[src/rtl/bin2bcd_pkg.sv]
// bin2bcd shared types and constants.
// Optional leading-zero blanking is enabled by BIN2BCD_BLANK_EN.
package bin2bcd_pkg;

  typedef enum logic [1:0] {
    IDLE = 2'd0,
    OP   = 2'd1,
    DONE = 2'd2
  } state_t;

  localparam logic [3:0] BCD_ADJ_THRESH = 4'd5;
  localparam logic [3:0] BCD_ADJ_ADD    = 4'd3;

  localparam int DEF_BIN_W  = 20;
  localparam int DEF_DIGITS = 7;

  // decimal digits needed to hold 2^bin_w - 1
  function automatic int min_digits(input int bin_w);
    longint unsigned lim;
    longint unsigned p;
    int d;
    lim = (64'd1 << bin_w) - 64'd1;
    p = 64'd1;
    d = 0;
    while (p <= lim) begin
      p = p * 64'd10;
      d = d + 1;
    end
    return d;
  endfunction

endpackage

[src/rtl/bin2bcd_conv_if.sv]
// Start/done handshake bundle for bin2bcd_conv.
// blank exists only when BIN2BCD_BLANK_EN is defined.
interface bin2bcd_conv_if
  import bin2bcd_pkg::*;
#(
  parameter int BIN_W  = DEF_BIN_W,
  parameter int DIGITS = DEF_DIGITS
);

  logic                  start;
  logic [BIN_W-1:0]      bin;
  logic                  ready;
  logic                  done_tick;
  logic [4*DIGITS-1:0]   bcd;
`ifdef BIN2BCD_BLANK_EN
  logic [DIGITS-1:0]     blank;
`endif

  modport master (
    output start, bin,
    input  ready, done_tick, bcd
`ifdef BIN2BCD_BLANK_EN
    , input blank
`endif
  );

  modport slave (
    input  start, bin,
    output ready, done_tick, bcd
`ifdef BIN2BCD_BLANK_EN
    , output blank
`endif
  );

endinterface

[src/rtl/bin2bcd_conv_adj.sv]
// Single BCD digit correction cell: add 3 when the digit is 5 or more.
// Carry out of the nibble is dropped by construction.
module bcd_digit_adj
  import bin2bcd_pkg::*;
(
  input  logic [3:0] din,
  output logic [3:0] dout
);

  assign dout = (din >= BCD_ADJ_THRESH) ? din + BCD_ADJ_ADD : din;

endmodule

[src/rtl/bin2bcd_conv.sv]
// Sequential double-dabble binary to packed BCD converter.
// Define BIN2BCD_BLANK_EN to add the registered leading-zero mask.
module bin2bcd_conv
  import bin2bcd_pkg::*;
#(
  parameter int BIN_W  = DEF_BIN_W,
  parameter int DIGITS = DEF_DIGITS
) (
  input  logic          clk,
  input  logic          rst,
  bin2bcd_conv_if.slave io
);

  localparam int CW = $clog2(BIN_W + 1);
  localparam int BW = 4 * DIGITS;

  if (DIGITS < min_digits(BIN_W)) begin : g_chk
    $error("bin2bcd_conv: DIGITS too small for BIN_W");
  end

  state_t          state;
  state_t          nxt;
  logic [BIN_W-1:0] sh;
  logic [BIN_W-1:0] sh_n;
  logic [BW-1:0]   wk;
  logic [BW-1:0]   wk_n;
  logic [BW-1:0]   adj;
  logic [CW-1:0]   cnt;
  logic [BW-1:0]   bcd_q;
  logic            last;
  logic            accept;

  for (genvar d = 0; d < DIGITS; d++) begin : g_adj
    bcd_digit_adj u_adj (
      .din  (wk[4*d +: 4]),
      .dout (adj[4*d +: 4])
    );
  end

  assign {wk_n, sh_n} = {adj[BW-2:0], sh, 1'b0};
  assign last   = (cnt == CW'(1));
  assign accept = (state == IDLE) && io.start;

  always_ff @(posedge clk or negedge rst) begin
    if (!rst) begin
      state <= IDLE;
    end else begin
      state <= nxt;
    end
  end

  always_comb begin
    nxt = IDLE;
    unique case (state)
      IDLE:    nxt = io.start ? OP : IDLE;
      OP:      nxt = last ? DONE : OP;
      DONE:    nxt = IDLE;
      default: nxt = IDLE;
    endcase
  end

  always_comb begin
    io.ready     = (state == IDLE);
    io.done_tick = (state == DONE);
  end

  always_ff @(posedge clk or negedge rst) begin
    if (!rst) begin
      sh    <= '0;
      wk    <= '0;
      cnt   <= '0;
      bcd_q <= '0;
    end else begin
      unique case (1'b1)
        accept: begin
          sh  <= io.bin;
          wk  <= '0;
          cnt <= CW'(BIN_W);
        end
        (state == OP): begin
          sh  <= sh_n;
          wk  <= wk_n;
          cnt <= cnt - CW'(1);
          if (last) bcd_q <= wk_n;
        end
        default: ;
      endcase
    end
  end

  assign io.bcd = bcd_q;

`ifdef BIN2BCD_BLANK_EN
  logic [DIGITS-1:0] blank_n;
  logic [DIGITS-1:0] blank_q;
  logic              zs;

  // a digit blanks only if it and all higher digits are zero
  always_comb begin
    blank_n = '0;
    zs      = 1'b1;
    for (int j = DIGITS - 1; j >= 1; j--) begin
      zs         = zs & (wk_n[4*j +: 4] == 4'd0);
      blank_n[j] = zs;
    end
  end

  always_ff @(posedge clk or negedge rst) begin
    if (!rst) begin
      blank_q <= '0;
    end else if ((state == OP) && last) begin
      blank_q <= blank_n;
    end
  end

  assign io.blank = blank_q;
`endif

endmodule

[src/flat_wrapper.sv]
// flat-port wrapper written by rule: the top's interface ports become plain ports
module bin2bcd_conv_flat import bin2bcd_pkg::*;
#(
  parameter int BIN_W  = DEF_BIN_W,
  parameter int DIGITS = DEF_DIGITS
)
  (clk, rst, io_start, io_bin, io_ready, io_done_tick, io_bcd);
  bin2bcd_conv_if #(.BIN_W(BIN_W), .DIGITS(DIGITS)) io_i ();
  input  logic clk;
  input  logic rst;
  input wire logic [$bits(io_i.start)-1:0] io_start;
  input wire logic [$bits(io_i.bin)-1:0] io_bin;
  output wire logic [$bits(io_i.ready)-1:0] io_ready;
  output wire logic [$bits(io_i.done_tick)-1:0] io_done_tick;
  output wire logic [$bits(io_i.bcd)-1:0] io_bcd;
  assign io_i.start = io_start;
  assign io_i.bin = io_bin;
  assign io_ready = io_i.ready;
  assign io_done_tick = io_i.done_tick;
  assign io_bcd = io_i.bcd;
  bin2bcd_conv #(.BIN_W(BIN_W), .DIGITS(DIGITS)) u_core (.clk(clk), .rst(rst), .io(io_i));
endmodule
[config.mk]
export PLATFORM = sky130hd
export DESIGN_NAME = bin2bcd_conv_flat
export DESIGN_NICKNAME = d
export VERILOG_FILES = /design/src/rtl/bin2bcd_pkg.sv /design/src/rtl/bin2bcd_conv_if.sv /design/src/rtl/bin2bcd_conv_adj.sv /design/src/rtl/bin2bcd_conv.sv /design/src/flat_wrapper.sv
export SDC_FILE = /design/constraint.sdc
export NUM_CORES = 1
export LEC_CHECK = 0
export ABC_CLOCK_PERIOD_IN_PS = 1460
export BUFFER_PORTS_ARGS = -buffer_cell sky130_fd_sc_hd__buf_2
export CAP_MARGIN = 10
export CORE_ASPECT_RATIO = 0.8
export CORE_MARGIN = 5
export CORE_UTILIZATION = 45
export CTS_BUF_LIST = sky130_fd_sc_hd__clkbuf_8
export DETAILED_ROUTE_END_ITERATION = 16
export PLACE_DENSITY = 0.77
export SLEW_MARGIN = 10
export SYNTH_ARGS = -nofsm -noshare
export SYNTH_HDL_FRONTEND = slang
export SYNTH_SLANG_ARGS = --single-unit
[constraint.sdc]
create_clock -name clk -period 1.46 [get_ports clk]
set_input_delay 0.292 -clock clk [delete_from_list [all_inputs] [get_ports clk]]
set_output_delay 0.292 -clock clk [all_outputs]
set_load 0.02 [all_outputs]
; ---- Yosys cells after proc, flatten, opt, wreduce, memory -nomap -nowiden
; Cells that the tools add are included.
; Widths: inputs -> output; s select.
[classes]
eq_ne = 3
n_mux = 13
n_lt_le_gt_ge = 7
n_mul = 0
reduce_logical = 4
addsub = 8
div_mod_pow = 0
bitwise = 0
n_shift = 0
[op_table]
columns = operator, n
row1 = $pmux 28 s2, 1
row2 = $pmux 20 s2, 1
row3 = $ge 4x3->1 const B, 7
row4 = $add 4x2->4 const B, 6
row5 = $mux 4, 6
row6 = $pmux 5 s2, 1
row7 = $eq 5x1->1 const B, 1
row8 = $sub 5x1->5 const B, 1
row9 = $pmux 2 s2, 1
row10 = $add 3x2->3 const B, 1
row11 = $mux 3, 1
row12 = $eq 2x1->1 const B, 1
row13 = $eq 2x2->1 const B, 1
row14 = $logic_not 2->1, 1
row15 = $mux 2, 1
row16 = $reduce_and 2->1, 1
row17 = $reduce_bool 2->1, 1
row18 = $logic_and 1x1->1, 1
row19 = $mux 1, 1
[word_totals]
out_inout_bits = 30
regBits = 83
input_bits = 23
latchBits = 0
rom_bits = 0
n_memories = 0
ramBits = 0
elab_cells = 40

; ---- Longest topological paths before layout
[depth]
depth_word = 3
ltp_mapped = 7
mapped_depth_nobuf = 6

; ---- Modules after synthesis
; A second synthesis with hierarchy kept.
[unflattened]
hier_cells = 439
hier_area_um2 = 4284.1
[by_module_without_submodules]
columns = module, n_inst, area_each_um2, seq_area_each_um2, cells_each
row1 = bin2bcd_conv, 1, 3574.7, 2077.0, 327
row2 = bcd_digit_adj, 7, 101.3, 0.0, 16

; ---- Worst setup path before layout
; Ideal clock, no wire load.
[synth_timing]
path_kind = register to register
startpoint = register u_core.wk[0]
endpoint = register u_core.wk[2]
path_buffers = 0
required_ps = 1377
slack_ps = -71
arrival_time_ps = 1448
path_stages_with_launch = 7
path_cell_list = dfrtp_1 > inv_1 > ha_1 > nand2b_1 > a21oi_1 > mux2_2 > o21ai_0
[synth_via]
elab_chain_len = 3
elab_cells_between_ends = 4
cone_classes = add/sub (1) / order compare (1) / mux (2)
[synth_lines]
columns = element, line_no
row1 = start: declaration, bin2bcd_conv.sv:25  ; logic [BW-1:0] wk;
row2 = start signal: assignment, bin2bcd_conv.sv:82  ; wk <= wk_n;
row3 = $add 4x2->4 or $ge 4x3->1 (tied branches), bin2bcd_conv_adj.sv:10  ; assign dout = (din >= BCD_ADJ_THRESH) ? din + BCD_ADJ_ADD : din;
row4 = $mux 4 *, bin2bcd_conv_adj.sv:10
row5 = $pmux 28 s2 *, bin2bcd_conv.sv:74  ; unique case (1'b1)
; Mark *: on every way between the ends. The rest lies on a longest branch, timed or not.
; A chain may end at the register's enable or synchronous reset.

; ---- Worst setup path in the final report
[layout_timing]
startpoint = register u_core.wk[17]
endpoint = register u_core.bcd_q[17] (netlist: u_core.io.bcd[17])
[layout_via]
elab_chain_len = 2
[layout_lines]
columns = element, line_no
row1 = $ge 4x3->1, bin2bcd_conv_adj.sv:10
row2 = $mux 4, bin2bcd_conv_adj.sv:10
row3 = end signal: assignment, bin2bcd_conv.sv:84  ; if (last) bcd_q <= wk_n;
row4 = end: declaration, bin2bcd_conv.sv:29  ; logic [BW-1:0] bcd_q;
; No other way between the ends.

==> impl_metrics.yaml <==
power:
  clock_power_share: 0.136
  total_power_uw: 13600
  ir_drop_mv: 0.990
  power_density_nw_per_um2: 2410
  p_int_uw: 8070
  p_comb_frac: 0.555
  p_sw_frac: 0.408
  p_leak_uw: 0.00265
  pwr-share-seq: 0.309
  p_sw_uw: 5570
grt:
  grt_pass1_vias: 3284
  antenna_found_initial: 0
  grt_max_degree: 39
  grt_use_total: 0.177
  grt_pass1_wl_microns: 15100
  grt-ovfl-total: 0
critical_path:
  r2r_cells: 7
  crit_chain: "inv_2 -> ha_4 -> nand2b_4 -> a21oi_4 -> buf_6 -> xnor2_2 -> mux2_4"
  required_ns: 1.72
  crit_path_max_incr_delay_ns: 0.39
  crit_slowest_cell: "dfrtp_1"
  critPathCaptureType: "register"
  crit_path_max_fanout: 3
  crit_arrival_ns: 1.76
  reg2reg_setup_slack_ns: -0.04
  r2r-start: "u_core.wk[17]$_DFFE_PN0P_"
  critPathKind: "reg2reg"
  r2r-end: "u_core.io.bcd[17]$_DFFE_PN0P_"
  worst_setup_path_start_kind: "register"
place:
  dp_hpwl_microns: 5940
  place_congestion: 0.830
  port_buffers: 52
synth:
  synthesis.area_sq_um: 3920
  yosysWarnings: 0
  synth_top_cell_by_area: "dfrtp_1"
  ys_seq_area_frac: 0.529
  syn_area_per_cell_sq_um: 10.1
  ys_types: 35
  synthesis.nets: 427
  synth_top_area_share: 0.529
  synth_cells: 388
  synth_area_leaders: "dfrtp_1 (53%), nand2_1 (7.9%), ha_1 (5.1%)"
  yosys_register_bits: 83
timing:
  rsz0062_at_grt: "true"
  worst_pin_slew_ns: 0.358
  fmaxAchievable_mhz: 668
  setup_tns_ns: -0.102
  skew_ns: 0.0138
  period_minus_slack_ns: 1.50
  setup_slack_ns: -0.0370
  finalCritPeriodShare: 1.03
  max_slew_margin: 0.761
  setup_violations: 7
  hold_violations: 0
  slew_viol_final: 0
hold_path:
  hold_depth: 3
  min_path_type: "in2reg"
  hold_path_startpoint: "io_bin[10]"
  hold_end: "u_core.sh[10]$_DFFE_PN0P_"
layout:
  finalNetCount: 532
  syn2layout_area_growth_pct: 44.2
  utilization: 0.667
  diodes: 0
  drive_gt1_frac: 0.480
run:
  maxCapViolCount: 0
clock_tree:
  cts_tree: "done"
  clock_path_buffers: 2
  insertion_delay_ns: 0.36
  cts.sinks: 83
  cts_max_level: 3
  numCtsBuffers: 9
  root_buffer: "clkbuf_8"
  clk_pin_slew_ns: 0.10
routing:
  firstDrtPassIters: 4
  wl_per_cell_microns: 16.9
  vias_per_cell: 5.39
  drt.antenna.violating_nets: 0
  remaining_drc_errors: 0
  drtIter0Drc: 169
  wl_microns: 10300
  routed-via-count: 3287
floorplan:
  initial_core_util: 0.463
  die_area_sq_um: 10700
  die_w_microns: 114
  rows: 30
  ios: 53
  core_sq_um: 8480
  dieHeight_microns: 93.5
run_status:
  status: "finished with violations"
  violations: "negative setup slack"
==> worst max-delay path by stage <==
stage | from | endpoint | slack, ns | cells after the start
after CTS | u_core.state[1]$_DFF_PN0_ | io_done_tick | -0.05 | 3
after floorplan | u_core.wk[0]$_DFFE_PN0P_ | u_core.wk[2]$_DFFE_PN0P_ | -0.02 | 6
after global placement | u_core.wk[4]$_DFFE_PN0P_ | u_core.wk[6]$_DFFE_PN0P_ | -0.05 | 5
after global routing | u_core.wk[1]$_DFFE_PN0P_ | u_core.wk[1]$_DFFE_PN0P_ | -0.09 | 7
final | u_core.wk[17]$_DFFE_PN0P_ | u_core.io.bcd[17]$_DFFE_PN0P_ | -0.04 | 7
after detailed placement | u_core.wk[4]$_DFFE_PN0P_ | u_core.wk[6]$_DFFE_PN0P_ | -0.12 | 5
==> cells by family after synthesis <==
| group | synth area share |
|---|---|
| flops | 0.529 |
| fa+ha+maj | 0.0510 |
| simple gates | 0.164 |
| compound gates | 0.155 |
| xor+xnor | 0.0156 |
| mux | 0.0402 |
| buf+inv | 0.0456 |
==> routing by layer <==
metal	wire [microns]	global-route usage	vias to the layer above
met4	160	0.0495	0
met5	0	0	-
met1	4220	0.211	1606
met2	5270	0.298	102
li1	-	-	1562
met3	684	0.0679	17
==> synthesized netlist by cell type (all sizes together) <==
| master | instances |
|---|---|
| nor3 | 8 |
| nand3b | 1 |
| inv | 17 |
| nand2 | 83 |
| o31ai | 1 |
| mux2 | 14 |
| nand2b | 9 |
| a211oi | 1 |
| a31oi | 1 |
| a22o | 7 |
| a41oi | 1 |
| o21ai | 52 |
| ha | 16 |
| nor3b | 14 |
| a311oi | 1 |
| nor2 | 3 |
| xnor2 | 7 |
| clkbuf | 4 |
| and2b | 2 |
| a21oi | 20 |
| or4 | 1 |
| buf | 14 |
| a22oi | 19 |
| nand3 | 9 |
| dfrtp | 83 |
==> registers in the layout (all words and copies together) (netlist names) <==
name / flops
u_core.wk: 28
u_core.state: 2
u_core.io.bcd: 28
u_core.sh: 20
u_core.cnt: 5
==> power groups by stage <==
stage / sequential (uW) / combinational (uW) / clock, uW
final: 4210 / 7580 / 1860
after global routing: 4320 / 8160 / 2010
after CTS: 4030 / 6030 / 1910
after detailed placement: 4050 / 5220 / 0
after global placement: 4000 / 4980 / 0
after floorplan: 4280 / 3190 / 0
==> cell usage in the layout (no fill, tap or decap), drive strengths merged <==
master	count
buf	107
dfrtp	83
nand2	83
o21ai	52
a21oi	20
a22oi	19
inv	19
ha	16
mux2	14
nor3b	14
clkbuf	13
nand3	9
nand2b	9
nor3	8
a22o	7
xnor2	7
clkinv	3
nor2	3
bufinv	2
and2b	2
nand3b	1
or4	1
a211oi	1
a31oi	1
o31ai	1
a311oi	1
a41oi	1
dlygate4sd3	1
==> final cells by class <==
| type | count | area, sq um |
|---|---|---|
| clock buffers | 9 | 124 |
| clock inverters | 7 | 100 |
| fillers | 634 | 2830 |
| inverters | 17 | 68.8 |
| multi-input cells | 270 | 2180 |
| flip-flops and latches | 83 | 2080 |
| well taps | 112 | 140 |
| repair buffers | 112 | 960 |
==> worst max-delay path, delay by kind of cell, from the launching register on <==
kind	cells	cell delay [ns]
flops	1	0.39
xor+xnor	1	0.14
compound gates	1	0.06
simple gates	1	0.14
buf+inv	2	0.25
fa+ha+maj	1	0.14
mux	1	0.26
==> metrics by stage <==
step | worst slack [ns] | cells | hold slack [ns] | instance area [sq um]
after floorplan | -0.0170 | 388 | -0.00359 | 3970
after global placement | -0.0495 | 571 | 0.220 | 4590
after detailed placement | -0.116 | 571 | 0.223 | 4590
after CTS | -0.0508 | 597 | 0.119 | 5070
after global routing | -0.0859 | 610 | 0.128 | 5660
final | -0.0370 | 610 | 0.141 | 5660
==> timing repair <==
action,CTS,global route
hold buffers,1,0
setup endpoints to repair,22,49
cloned,0,4
pin swaps,8,24
buffers inserted,9,9
endpoints found under the hold margin,20,0
gates resized for setup,42,106
Power figures use the tool's default switching activity.
